--- src/rtl/status_array_ctrl_if.sv ---
// Handshake and write-port bundle for the I-cache status array controller.
// Groups the fill/hit request channels, the array write port and init_done.
// Modports: master = requesters/array side, slave = status_array_ctrl.

interface status_array_ctrl_if #(
    parameter int ADDR_WIDTH = 4,
    parameter int WAY_WIDTH  = 2,
    parameter int ROW_WIDTH  = 8,
    parameter int NUM_BLOCKS = 4
);

    logic                  i_fill_valid;
    logic                  o_fill_ready;
    logic [ADDR_WIDTH-1:0] i_fill_addr;
    logic [WAY_WIDTH-1:0]  i_fill_way;

    logic                  i_hit_valid;
    logic                  o_hit_ready;
    logic [ADDR_WIDTH-1:0] i_hit_addr;
    logic [WAY_WIDTH-1:0]  i_hit_way;
    logic [ROW_WIDTH-1:0]  i_hit_row;

    logic                  o_sa_w_valid;
    logic [ADDR_WIDTH-1:0] o_sa_w_addr;
    logic [ROW_WIDTH-1:0]  o_sa_w_data;
    logic [NUM_BLOCKS-1:0] o_sa_w_wmask;
    logic                  o_init_done;

    modport master (
        output i_fill_valid, i_fill_addr, i_fill_way,
        output i_hit_valid, i_hit_addr, i_hit_way, i_hit_row,
        input  o_fill_ready, o_hit_ready,
        input  o_sa_w_valid, o_sa_w_addr, o_sa_w_data, o_sa_w_wmask,
        input  o_init_done
    );

    modport slave (
        input  i_fill_valid, i_fill_addr, i_fill_way,
        input  i_hit_valid, i_hit_addr, i_hit_way, i_hit_row,
        output o_fill_ready, o_hit_ready,
        output o_sa_w_valid, o_sa_w_addr, o_sa_w_data, o_sa_w_wmask,
        output o_init_done
    );

endinterface

--- src/rtl/status_array_ctrl.sv ---
// Write sequencer for the 16x8 I-cache status array: init/flush sweeps,
// fill updates and NRU hit updates onto the single registered write port.
// Ports: clk, arst_n (async active-low), i_halt, i_flush, bus (slave
// modport of status_array_ctrl_if). Optional STATUS_ARRAY_CTRL_STATS_EN
// adds o_stat_fills, o_stat_hits, o_stat_use_resets (16-bit saturating).

module status_array_ctrl #(
    parameter int NUM_ROWS    = 16,
    parameter int NUM_BLOCKS  = 4,
    parameter int BLOCK_WIDTH = 2
) (
    input  logic                 clk,
    input  logic                 arst_n,
    input  logic                 i_halt,
    input  logic                 i_flush,
    status_array_ctrl_if.slave   bus
`ifdef STATUS_ARRAY_CTRL_STATS_EN
    ,
    output logic [15:0]          o_stat_fills,
    output logic [15:0]          o_stat_hits,
    output logic [15:0]          o_stat_use_resets
`endif
);

    localparam int ADDR_WIDTH = $clog2(NUM_ROWS);
    localparam int CNT_WIDTH  = ADDR_WIDTH + 1;
    localparam int ROW_WIDTH  = NUM_BLOCKS * BLOCK_WIDTH;

    typedef enum logic {
        ST_INIT,
        ST_RUN
    } state_e;

    state_e                state_q, state_d;
    logic [CNT_WIDTH-1:0]  cnt_q, cnt_d;
    logic                  w_valid_q, w_valid_d;
    logic [ADDR_WIDTH-1:0] w_addr_q, w_addr_d;
    logic [ROW_WIDTH-1:0]  w_data_q, w_data_d;
    logic [NUM_BLOCKS-1:0] w_wmask_q, w_wmask_d;
    logic                  init_done_q, init_done_d;

    logic                  fill_ready;
    logic                  hit_ready;
    logic                  addr_busy;
    logic                  fill_acc;
    logic                  hit_acc;

    logic [NUM_BLOCKS-1:0] fill_sel;
    logic [ROW_WIDTH-1:0]  fill_data;

    logic [NUM_BLOCKS-1:0] hit_sel;
    logic [NUM_BLOCKS-1:0] hit_use;
    logic [NUM_BLOCKS-1:0] hit_vld;
    logic                  hit_sat;
    logic [ROW_WIDTH-1:0]  hit_data_one;
    logic [ROW_WIDTH-1:0]  hit_data_sat;

    // A request seen with flush would never be written, so the readies
    // drop with it to keep the handshake honest.
    always_comb begin
        fill_ready = (state_q == ST_RUN) & ~i_halt & ~i_flush;
        // The row being written this cycle is stale in i_hit_row.
        addr_busy  = w_valid_q & (w_addr_q == bus.i_hit_addr);
        hit_ready  = fill_ready & ~bus.i_fill_valid & ~addr_busy;
        fill_acc   = fill_ready & bus.i_fill_valid;
        hit_acc    = hit_ready & bus.i_hit_valid;
    end

    assign bus.o_fill_ready = fill_ready;
    assign bus.o_hit_ready  = hit_ready;

    always_comb begin
        fill_sel  = '0;
        fill_sel[bus.i_fill_way] = 1'b1;
        fill_data = '0;
        for (int b = 0; b < NUM_BLOCKS; b++) begin
            if (fill_sel[b]) begin
                fill_data[b*BLOCK_WIDTH]   = 1'b1;
                fill_data[b*BLOCK_WIDTH+1] = 1'b1;
            end
        end
    end

    // NRU: the hit way's use bit is set; if that leaves every valid way
    // used, all other use bits are cleared in one full-row write.
    always_comb begin
        hit_sel = '0;
        hit_sel[bus.i_hit_way] = 1'b1;
        hit_use = '0;
        hit_vld = '0;
        for (int b = 0; b < NUM_BLOCKS; b++) begin
            hit_use[b] = bus.i_hit_row[b*BLOCK_WIDTH];
            hit_vld[b] = bus.i_hit_row[b*BLOCK_WIDTH+1];
        end
        // Invalid ways never block saturation.
        hit_sat = &(hit_use | hit_sel | ~hit_vld);
        hit_data_one = '0;
        hit_data_sat = '0;
        for (int b = 0; b < NUM_BLOCKS; b++) begin
            hit_data_sat[b*BLOCK_WIDTH]   = hit_sel[b];
            hit_data_sat[b*BLOCK_WIDTH+1] = hit_vld[b];
            if (hit_sel[b]) begin
                hit_data_one[b*BLOCK_WIDTH]   = 1'b1;
                hit_data_one[b*BLOCK_WIDTH+1] = hit_vld[b];
            end
        end
    end

    always_comb begin
        state_d     = state_q;
        cnt_d       = cnt_q;
        w_valid_d   = w_valid_q;
        w_addr_d    = w_addr_q;
        w_data_d    = w_data_q;
        w_wmask_d   = w_wmask_q;
        init_done_d = init_done_q;
        // Halt freezes everything so a presented write stays on the
        // gated array port until it can commit.
        if (!i_halt) begin
            if (i_flush) begin
                state_d     = ST_INIT;
                cnt_d       = '0;
                w_valid_d   = 1'b0;
                init_done_d = 1'b0;
            end else begin
                unique case (state_q)
                    ST_INIT: begin
                        if (cnt_q < CNT_WIDTH'(NUM_ROWS)) begin
                            w_valid_d = 1'b1;
                            w_addr_d  = cnt_q[ADDR_WIDTH-1:0];
                            w_data_d  = '0;
                            w_wmask_d = '1;
                            cnt_d     = cnt_q + CNT_WIDTH'(1);
                        end else begin
                            w_valid_d   = 1'b0;
                            init_done_d = 1'b1;
                            state_d     = ST_RUN;
                        end
                    end
                    ST_RUN: begin
                        w_valid_d = fill_acc | hit_acc;
                        unique case (1'b1)
                            fill_acc: begin
                                w_addr_d  = bus.i_fill_addr;
                                w_data_d  = fill_data;
                                w_wmask_d = fill_sel;
                            end
                            hit_acc: begin
                                w_addr_d  = bus.i_hit_addr;
                                w_data_d  = hit_sat ? hit_data_sat
                                                    : hit_data_one;
                                w_wmask_d = hit_sat ? '1 : hit_sel;
                            end
                            default: ;
                        endcase
                    end
                    default: ;
                endcase
            end
        end
    end

    always_ff @(posedge clk or negedge arst_n) begin
        if (!arst_n) begin
            state_q     <= ST_INIT;
            cnt_q       <= '0;
            w_valid_q   <= 1'b0;
            w_addr_q    <= '0;
            w_data_q    <= '0;
            w_wmask_q   <= '0;
            init_done_q <= 1'b0;
        end else begin
            state_q     <= state_d;
            cnt_q       <= cnt_d;
            w_valid_q   <= w_valid_d;
            w_addr_q    <= w_addr_d;
            w_data_q    <= w_data_d;
            w_wmask_q   <= w_wmask_d;
            init_done_q <= init_done_d;
        end
    end

    assign bus.o_sa_w_valid = w_valid_q;
    assign bus.o_sa_w_addr  = w_addr_q;
    assign bus.o_sa_w_data  = w_data_q;
    assign bus.o_sa_w_wmask = w_wmask_q;
    assign bus.o_init_done  = init_done_q;

`ifdef STATUS_ARRAY_CTRL_STATS_EN
    logic [15:0] st_fill_q, st_fill_d;
    logic [15:0] st_hit_q, st_hit_d;
    logic [15:0] st_ures_q, st_ures_d;

    function automatic logic [15:0] sat_inc(input logic [15:0] v);
        return (&v) ? v : v + 16'd1;
    endfunction

    always_comb begin
        st_fill_d = st_fill_q;
        st_hit_d  = st_hit_q;
        st_ures_d = st_ures_q;
        if (!i_halt) begin
            if (i_flush) begin
                st_fill_d = '0;
                st_hit_d  = '0;
                st_ures_d = '0;
            end else begin
                if (fill_acc) st_fill_d = sat_inc(st_fill_q);
                if (hit_acc) st_hit_d = sat_inc(st_hit_q);
                if (hit_acc && hit_sat) st_ures_d = sat_inc(st_ures_q);
            end
        end
    end

    always_ff @(posedge clk or negedge arst_n) begin
        if (!arst_n) begin
            st_fill_q <= '0;
            st_hit_q  <= '0;
            st_ures_q <= '0;
        end else begin
            st_fill_q <= st_fill_d;
            st_hit_q  <= st_hit_d;
            st_ures_q <= st_ures_d;
        end
    end

    assign o_stat_fills      = st_fill_q;
    assign o_stat_hits       = st_hit_q;
    assign o_stat_use_resets = st_ures_q;
`endif

endmodule

--- src/flat_wrapper.sv ---
// flat-port wrapper written by rule: the top's interface ports become plain ports
module status_array_ctrl_flat 
#(
    parameter int NUM_ROWS    = 16,
    parameter int NUM_BLOCKS  = 4,
    parameter int BLOCK_WIDTH = 2
)
  (clk, arst_n, i_halt, i_flush, bus_i_fill_valid, bus_i_fill_addr, bus_i_fill_way, bus_i_hit_valid, bus_i_hit_addr, bus_i_hit_way, bus_i_hit_row, bus_o_fill_ready, bus_o_hit_ready, bus_o_sa_w_valid, bus_o_sa_w_addr, bus_o_sa_w_data, bus_o_sa_w_wmask, bus_o_init_done);
  status_array_ctrl_if #(.NUM_BLOCKS(NUM_BLOCKS)) bus_i ();
  input  logic clk;
  input  logic arst_n;
  input  logic i_halt;
  input  logic i_flush;
  input wire logic [$bits(bus_i.i_fill_valid)-1:0] bus_i_fill_valid;
  input wire logic [$bits(bus_i.i_fill_addr)-1:0] bus_i_fill_addr;
  input wire logic [$bits(bus_i.i_fill_way)-1:0] bus_i_fill_way;
  input wire logic [$bits(bus_i.i_hit_valid)-1:0] bus_i_hit_valid;
  input wire logic [$bits(bus_i.i_hit_addr)-1:0] bus_i_hit_addr;
  input wire logic [$bits(bus_i.i_hit_way)-1:0] bus_i_hit_way;
  input wire logic [$bits(bus_i.i_hit_row)-1:0] bus_i_hit_row;
  output wire logic [$bits(bus_i.o_fill_ready)-1:0] bus_o_fill_ready;
  output wire logic [$bits(bus_i.o_hit_ready)-1:0] bus_o_hit_ready;
  output wire logic [$bits(bus_i.o_sa_w_valid)-1:0] bus_o_sa_w_valid;
  output wire logic [$bits(bus_i.o_sa_w_addr)-1:0] bus_o_sa_w_addr;
  output wire logic [$bits(bus_i.o_sa_w_data)-1:0] bus_o_sa_w_data;
  output wire logic [$bits(bus_i.o_sa_w_wmask)-1:0] bus_o_sa_w_wmask;
  output wire logic [$bits(bus_i.o_init_done)-1:0] bus_o_init_done;
  assign bus_i.i_fill_valid = bus_i_fill_valid;
  assign bus_i.i_fill_addr = bus_i_fill_addr;
  assign bus_i.i_fill_way = bus_i_fill_way;
  assign bus_i.i_hit_valid = bus_i_hit_valid;
  assign bus_i.i_hit_addr = bus_i_hit_addr;
  assign bus_i.i_hit_way = bus_i_hit_way;
  assign bus_i.i_hit_row = bus_i_hit_row;
  assign bus_o_fill_ready = bus_i.o_fill_ready;
  assign bus_o_hit_ready = bus_i.o_hit_ready;
  assign bus_o_sa_w_valid = bus_i.o_sa_w_valid;
  assign bus_o_sa_w_addr = bus_i.o_sa_w_addr;
  assign bus_o_sa_w_data = bus_i.o_sa_w_data;
  assign bus_o_sa_w_wmask = bus_i.o_sa_w_wmask;
  assign bus_o_init_done = bus_i.o_init_done;
  status_array_ctrl #(.NUM_ROWS(NUM_ROWS), .NUM_BLOCKS(NUM_BLOCKS), .BLOCK_WIDTH(BLOCK_WIDTH)) u_core (.clk(clk), .arst_n(arst_n), .i_halt(i_halt), .i_flush(i_flush), .bus(bus_i));
endmodule
--- config.mk ---
export PLATFORM = sky130hd
export DESIGN_NAME = status_array_ctrl_flat
export DESIGN_NICKNAME = d
export VERILOG_FILES = /design/src/rtl/status_array_ctrl_if.sv /design/src/rtl/status_array_ctrl.sv /design/src/flat_wrapper.sv
export SDC_FILE = /design/constraint.sdc
export NUM_CORES = 1
export LEC_CHECK = 0
export ABC_CLOCK_PERIOD_IN_PS = 2600
export CAP_MARGIN = 20
export CORE_MARGIN = 2
export CORE_UTILIZATION = 30
export CTS_BUF_LIST = sky130_fd_sc_hd__clkbuf_8 sky130_fd_sc_hd__clkbuf_16
export DETAILED_ROUTE_END_ITERATION = 16
export GPL_TIMING_DRIVEN = 0
export PLACE_DENSITY = 0.57
export SKIP_LAST_GASP = 1
export SYNTH_ARGS = -nofsm -noshare
export SYNTH_HDL_FRONTEND = slang
export SYNTH_SLANG_ARGS = --single-unit
--- constraint.sdc ---
create_clock -name clk -period 2.6 [get_ports clk]
set_clock_uncertainty 0.2 [all_clocks]
set_input_delay 0.52 -clock clk [delete_from_list [all_inputs] [get_ports clk]]
set_output_delay 0.52 -clock clk [all_outputs]
set_load 0.02 [all_outputs]
==> results of run 1 <==
cells in the mapped netlist (4+ instances only):
library cell / count / area [µm²]
a21oi_1: 5 / 25.0
o41ai_2: 4 / 65.1
nand2_1: 19 / 71.3
a31oi_1: 4 / 25.0
nand3_1: 11 / 55.1
xnor2_1: 4 / 35.0
inv_1: 6 / 22.5
nor2_1: 25 / 93.8
a22oi_1: 7 / 52.6
clkbuf_1: 4 / 15.0
dfrtp_1: 24 / 601
o21ai_0: 6 / 30.0
nor3_1: 7 / 35.0
routing by layer:
metal / routed length [µm] / vias to the layer above
li1: - / 747
met1: 1990 / 697
met2: 1970 / 37
met3: 172 / 8
met4: 78 / 0
met5: 0 / -
flip-flops by register name, summed over array words and instances, names as in the netlist:
register and flops:
u_core.bus.o_sa_w_addr 4, u_core.state_q 1, u_core.bus.o_init_done 1, u_core.cnt_q 5
u_core.bus.o_sa_w_data 8, u_core.bus.o_sa_w_wmask 4, u_core.bus.o_sa_w_valid 1
what timing repair did:
| item | 4_1_cts | 5_1_grt |
|---|---|---|
| resized for setup | 3 | 5 |
| buffers inserted | 2 | 0 |
| setup endpoints to repair | 2 | 1 |
| pin swaps | 3 | 2 |
placed cells by master (no fill, tap or decap), types with 2 or more instances in the layout:
cell	count
a21oi_1	5
a221oi_1	2
a22oi_1	7
a31oi_1	4
a32oi_1	3
buf_2	3
buf_4	3
buf_6	2
clkbuf_1	4
clkbuf_8	3
clkdlybuf4s50_1	40
dfrtp_1	24
dlymetal6s2s_1	2
inv_1	6
nand2_1	19
nand2b_1	3
nand3_1	11
nor2_1	25
nor2b_1	3
nor3_1	7
nor3_2	3
o21ai_0	6
o21ai_1	3
o22ai_1	2
o31ai_1	2
o41ai_2	4
xnor2_1	3
cell type report:
| cell class | count | area [µm²] | share of cell area (%) |
|---|---|---|---|
| flip-flops and latches | 24 | 601 | 27.2 |
| well taps | 70 | 87.6 | 3.96 |
| clock buffers | 3 | 41.3 | 1.87 |
| clock inverters | 1 | 30.0 | 1.36 |
| plain buffers | 10 | 60.1 | 2.72 |
| multi-input cells | 136 | 883 | 40.0 |
| repair buffers | 47 | 482 | 21.8 |
| inverters | 7 | 26.3 | 1.19 |
power breakdown:
part	total (mW)	internal, mW	switching [mW]
clock	0.338	0.206	0.132
combinational	0.259	0.131	0.128
sequential	0.436	0.401	0.0347
total	1.03	0.738	0.295
logic make-up after synthesis:
family	after synthesis	share of synthesized area, %
xor gates and xnor gates	4	2.25
muxes	1	0.642
buffers and inverters	17	5.53
AOI/OAI and AO/OA	48	25.9
and+or+nand+nor	82	26.4
DFF	24	38.5
adders and majority gates	1	0.802
per-stage QoR:
stage | utilization, % | std cells | area [µm²] | TNS, ps | power, mW
2_1_floorplan | - | 177 | 1560 | 0 | 0.573
3_3_place_gp | 41.1 | 291 | 2090 | -1220 | 0.685
3_5_place_dp | 41.7 | 292 | 2120 | -1080 | 0.693
4_1_cts | 43.4 | 298 | 2200 | -192 | 1.04
5_1_grt | 43.6 | 298 | 2210 | -4.38 | 1.09
6_report | 43.6 | 298 | 2210 | 0 | 1.03
worst min-delay path: cells and delay by family (launching register included):
kind	cells	cell delay, ps
AOI/OAI and AO/OA	1	40
and+or+nand+nor	1	70
DFF	1	350
path summary, 6_finish.rpt:
check	end	depth (start not counted)
setup / recovery	bus_o_hit_ready	6
hold / removal	u_core.bus.o_init_done	2
setup reg to reg	u_core.bus.o_sa_w_addr[1]	5
hold reg to reg	u_core.bus.o_init_done	2
max in group asynchronous	u_core.bus.o_sa_w_addr[1]	2
min in group asynchronous	u_core.bus.o_sa_w_valid	1
==> metrics.cfg, run 1 <==
[route]
first_pass_iters = 5
wl_per_cell_um = 14.1
routed_wirelength_um = 4220
ant_nets = 0
num_vias = 1489
drtIter0Drc = 45
drc = 0
vias_per_cell = 5.00

[grt]
grt_max_degree = 17
grtUsageTotal_pct = 15.6
antenna_found_initial = 0
grt_pass1_wl_um = 7400
globalRouteMet3Util_pct = 3.44
grt_overflow_total = 0
met1_usage_pct = 20.9
grt_pass1_vias = 1498
use_met2_pct = 25.7
grt.busiest_layer = met2

[final_layout]
drive_gt1_share_pct = 15.8
antenna_cells = 0
area_delta_synth_final_pct = 41.7
fin_nets = 256
nFillCells = 542

[job]
cap_violations = 0

[floorplan]
die_h_um = 76.1
die_area_um2 = 5790
dieWidth_um = 76.1
core-area_um2 = 5070
ios = 46
start_util_pct = 30.7
std_cell_rows = 26

[critical_path]
cp_num_buf_inv = 2
reg2reg_slack_ps = 540
crit_family = buffers and inverters
critical_path.startpoint = bus_i_hit_addr[3]
r2r_start = u_core.state_q
cp_max_fo = 4
path_cells = clkdlybuf4s50_1 > xnor2_1 > nand3_2 > or2_4 > and2_1 > clkbuf_2
cp_data_required_time_ps = 1880
cp.arrival_ps = 1830
critical-path-max-stage-delay_ps = 510
crit_path_end_kind = output port
critPathSlowestCell = clkdlybuf4s50_1
cp-start-kind = input pin
critPathKind = input pin to output port

[place]
dpl.hpwl_um = 3280
place_ws_ps = -539
globalplace.congestion = 0.897
portBuffers = 44

[sta]
hold_slack_ps = 298
relSlewSlack_pct = 66.0
worst_pin_slew_ps = 508
setup_violations = 0
period_minus_slack_ps = 2550
max_freq_ghz = 0.393
setup_ws_ps = 53.7
report.final.slew_viol_count = 0
final-hold-violation-count = 0
finalCritPeriodShare_pct = 97.9

[yosys]
synth-seq-cells = 24
synth_nets = 204
synth-edff-count = 0
netlist_area_um2 = 1560
ys_seq_area_share_pct = 38.5
synthArstFlopShare_pct = 100
synth_cell_types = 47
synthFlopType = dfrtp_1
syn_inst = 177
synth.avg_cell_area_um2 = 8.81
yosys_warnings = 0

[clock_network]
clkLatencyLatePin_ps = 270
cts_sinks = 24
cts_root_buf = clkbuf_8
clkTransAtPathRegs_ps = 90
clock_path_buffers = 2
cts_htree_levels = 1
cts_tree = done
holdBufCountCts = 0
cts_buffers = 3

[outcome]
status = complete, no violations

[hold_path]
hold_path.class = flip-flop to flip-flop
hp-start = u_core.bus.o_init_done

[power]
p_per_area_nw_per_um2 = 467
leakagePower_nw = 0.896
ir_worst_vdd_uv = 231

(Power assumes the default switching activity.)
==> inputs of run 2 (changes only) <==
--- a/config.mk
+++ b/config.mk
@@ -13,7 +13,7 @@
 export DETAILED_ROUTE_END_ITERATION = 16
 export GPL_TIMING_DRIVEN = 0
 export PLACE_DENSITY = 0.57
-export SKIP_LAST_GASP = 1
+export RECOVER_POWER = 25
 export SYNTH_ARGS = -nofsm -noshare
 export SYNTH_HDL_FRONTEND = slang
 export SYNTH_SLANG_ARGS = --single-unit
==> metrics.cfg, run 2 (synthesized netlist as in run 1, its figures left out) <==
[power]
p_per_area_nw_per_um2 = 469  ; +0.42%
p_int_mw = 0.733  ; -0.59%
ir_worst_vdd_uv = 231  ; about the same
p_comb_share_pct = 24.7  ; -0.3 points
swShare_pct = 28.6  ; +0.038 points
seq_power_share_pct = 42.4  ; +0.2 points
switchingPower_mw = 0.294  ; -0.41%
p_total_mw = 1.03  ; -0.54%
pwr-share-clk_pct = 32.9  ; about the same
leakagePower_nw = 0.894  ; -0.13%

[clock_network]
cts_root_buf = clkbuf_8
clock_path_buffers = 2  ; unchanged
cts_sinks = 24  ; unchanged
clkLatencyLatePin_ps = 270  ; about the same
holdBufCountCts = 0  ; unchanged
cts_buffers = 3  ; unchanged
clkTransAtPathRegs_ps = 90  ; about the same
cts_tree = done
cts_htree_levels = 1  ; unchanged

[grt]
grt_pass1_vias = 1502  ; +0.27%
grt_max_degree = 17  ; unchanged
grt_pass1_wl_um = 7420  ; +0.28%
grtUsageTotal_pct = 15.7  ; +0.050 points
grt_overflow_total = 0  ; unchanged
antenna_found_initial = 0  ; unchanged

[place]
globalplace.congestion = 0.897  ; unchanged
portBuffers = 44  ; unchanged
dpl.hpwl_um = 3280  ; unchanged
dpl_cell_area_um2 = 2120  ; unchanged

[critical_path]
ff2ff_path_depth = 5  ; unchanged
r2r_start = u_core.state_q
cp.arrival_ps = 1800  ; -30 ps
reg2reg_slack_ps = 530  ; about the same
cp-start-kind = input pin
cp_max_fo = 7  ; +3
critPathKind = input pin to output port
cp_data_required_time_ps = 1880  ; about the same
critical_path.startpoint = i_halt
crit_path_end_kind = output port
endpoint = bus_o_fill_ready
r2r_end = u_core.bus.o_sa_w_addr[1]

[route]
ant_nets = 0  ; unchanged
drtIter0Drc = 46  ; +2.2%
num_vias = 1499  ; +0.67%
routed_wirelength_um = 4210  ; about the same
drc = 0  ; unchanged
wl_per_cell_um = 14.1  ; about the same
first_pass_iters = 4  ; -1
vias_per_cell = 5.03  ; +0.67%

[final_layout]
drive_gt1_share_pct = 15.4  ; -0.44 points
multiInputGateArea_um2 = 883  ; unchanged
antenna_cells = 0  ; unchanged
area_delta_synth_final_pct = 40.3
largest_reg_flops = 8  ; unchanged
layout_common_cells = clkdlybuf4s50_1 (38), nor2_1 (25), dfrtp_1 (24)
fin_nets = 256  ; unchanged
layout_commonest_cell = clkdlybuf4s50_1
seqCellArea_um2 = 601  ; unchanged
fin_util_pct = 43.1  ; -0.42 points
nFillCells = 546  ; +0.74%
design_area_um2 = 2190  ; -0.96%

[floorplan]
die_area_um2 = 5790  ; unchanged
ios = 46  ; unchanged
std_cell_rows = 26  ; unchanged
die_h_um = 76.1  ; unchanged
dieWidth_um = 76.1  ; unchanged
start_util_pct = 30.7  ; unchanged
core-area_um2 = 5070  ; unchanged

[sta]
worst_pin_slew_ps = 903  ; +395 ps
setup_violations = 0  ; unchanged
max_freq_ghz = 0.397  ; +1.0%
final-hold-violation-count = 0  ; unchanged
rsz0062_at_grt = no
relSlewSlack_pct = 39.8  ; -26 points
period_minus_slack_ps = 2520  ; -25.4 ps
finalCritPeriodShare_pct = 97.0  ; -0.98 points
report.final.slew_viol_count = 0  ; unchanged

[hold_path]
hold_path.class = flip-flop to flip-flop
hp-start = u_core.bus.o_init_done

[job]
cap_violations = 0  ; unchanged

[outcome]
status = complete, no violations

## run 2: timing repair
action / CTS / global route
pin swaps: 3 / 2
hold endpoints to repair: 0 / 0
gates resized for setup: 6 / 4
setup buffers: 2 / 0
setup endpoints to repair: 2 / 1
## run 2: worst min-delay path by stage
stage,slack [ps],endpoint,depth (start not counted)
global route,350,u_core.bus.o_sa_w_data[6],2
floorplan,20,u_core.bus.o_init_done,0
finish,300,u_core.bus.o_init_done,2
detailed placement,290,u_core.bus.o_init_done,2
global placement,280,u_core.bus.o_init_done,2
CTS,310,u_core.bus.o_init_done,2
## run 2: power by group through the flow
stage	combinational [mW]	clock, mW	sequential, mW
floorplan	0.118	0	0.454
global placement	0.243	0	0.442
detailed placement	0.251	0	0.442
CTS	0.259	0.342	0.435
global route	0.280	0.360	0.444
finish	0.253	0.338	0.436
## run 2: final cells by class
class | count | share of cell area [%]
clock inverters | 1 | 1.37
flip-flops and latches | 24 | 27.4
plain buffers | 10 | 2.74
repair buffers | 47 | 21.0
multi-input cells | 136 | 40.3
inverters | 7 | 1.20
clock buffers | 3 | 1.89
well taps | 70 | 4.00
## run 2: metrics by stage
stage	TNS, ps	hold slack, ps	instances	setup WS, ps
2_1_floorplan	0	24.4	177	521
3_3_place_gp	-1220	285	291	-542
3_5_place_dp	-1080	285	292	-539
4_1_cts	0	306	298	10.6
5_1_grt	0	347	298	14.6
6_report	0	298	298	79.1
## run 2: critical path: stages
cell and delay [ps]:
clkdlybuf4s50_1 560, nor3_2 340, dlygate4sd2_1 380
## run 2: layer usage
metal  track usage (%)  part of all wire (%)
met5                 0                     0
met4              4.00                   1.9
met3              3.44                   4.1
met2              25.9                    47
met1              20.9                    47
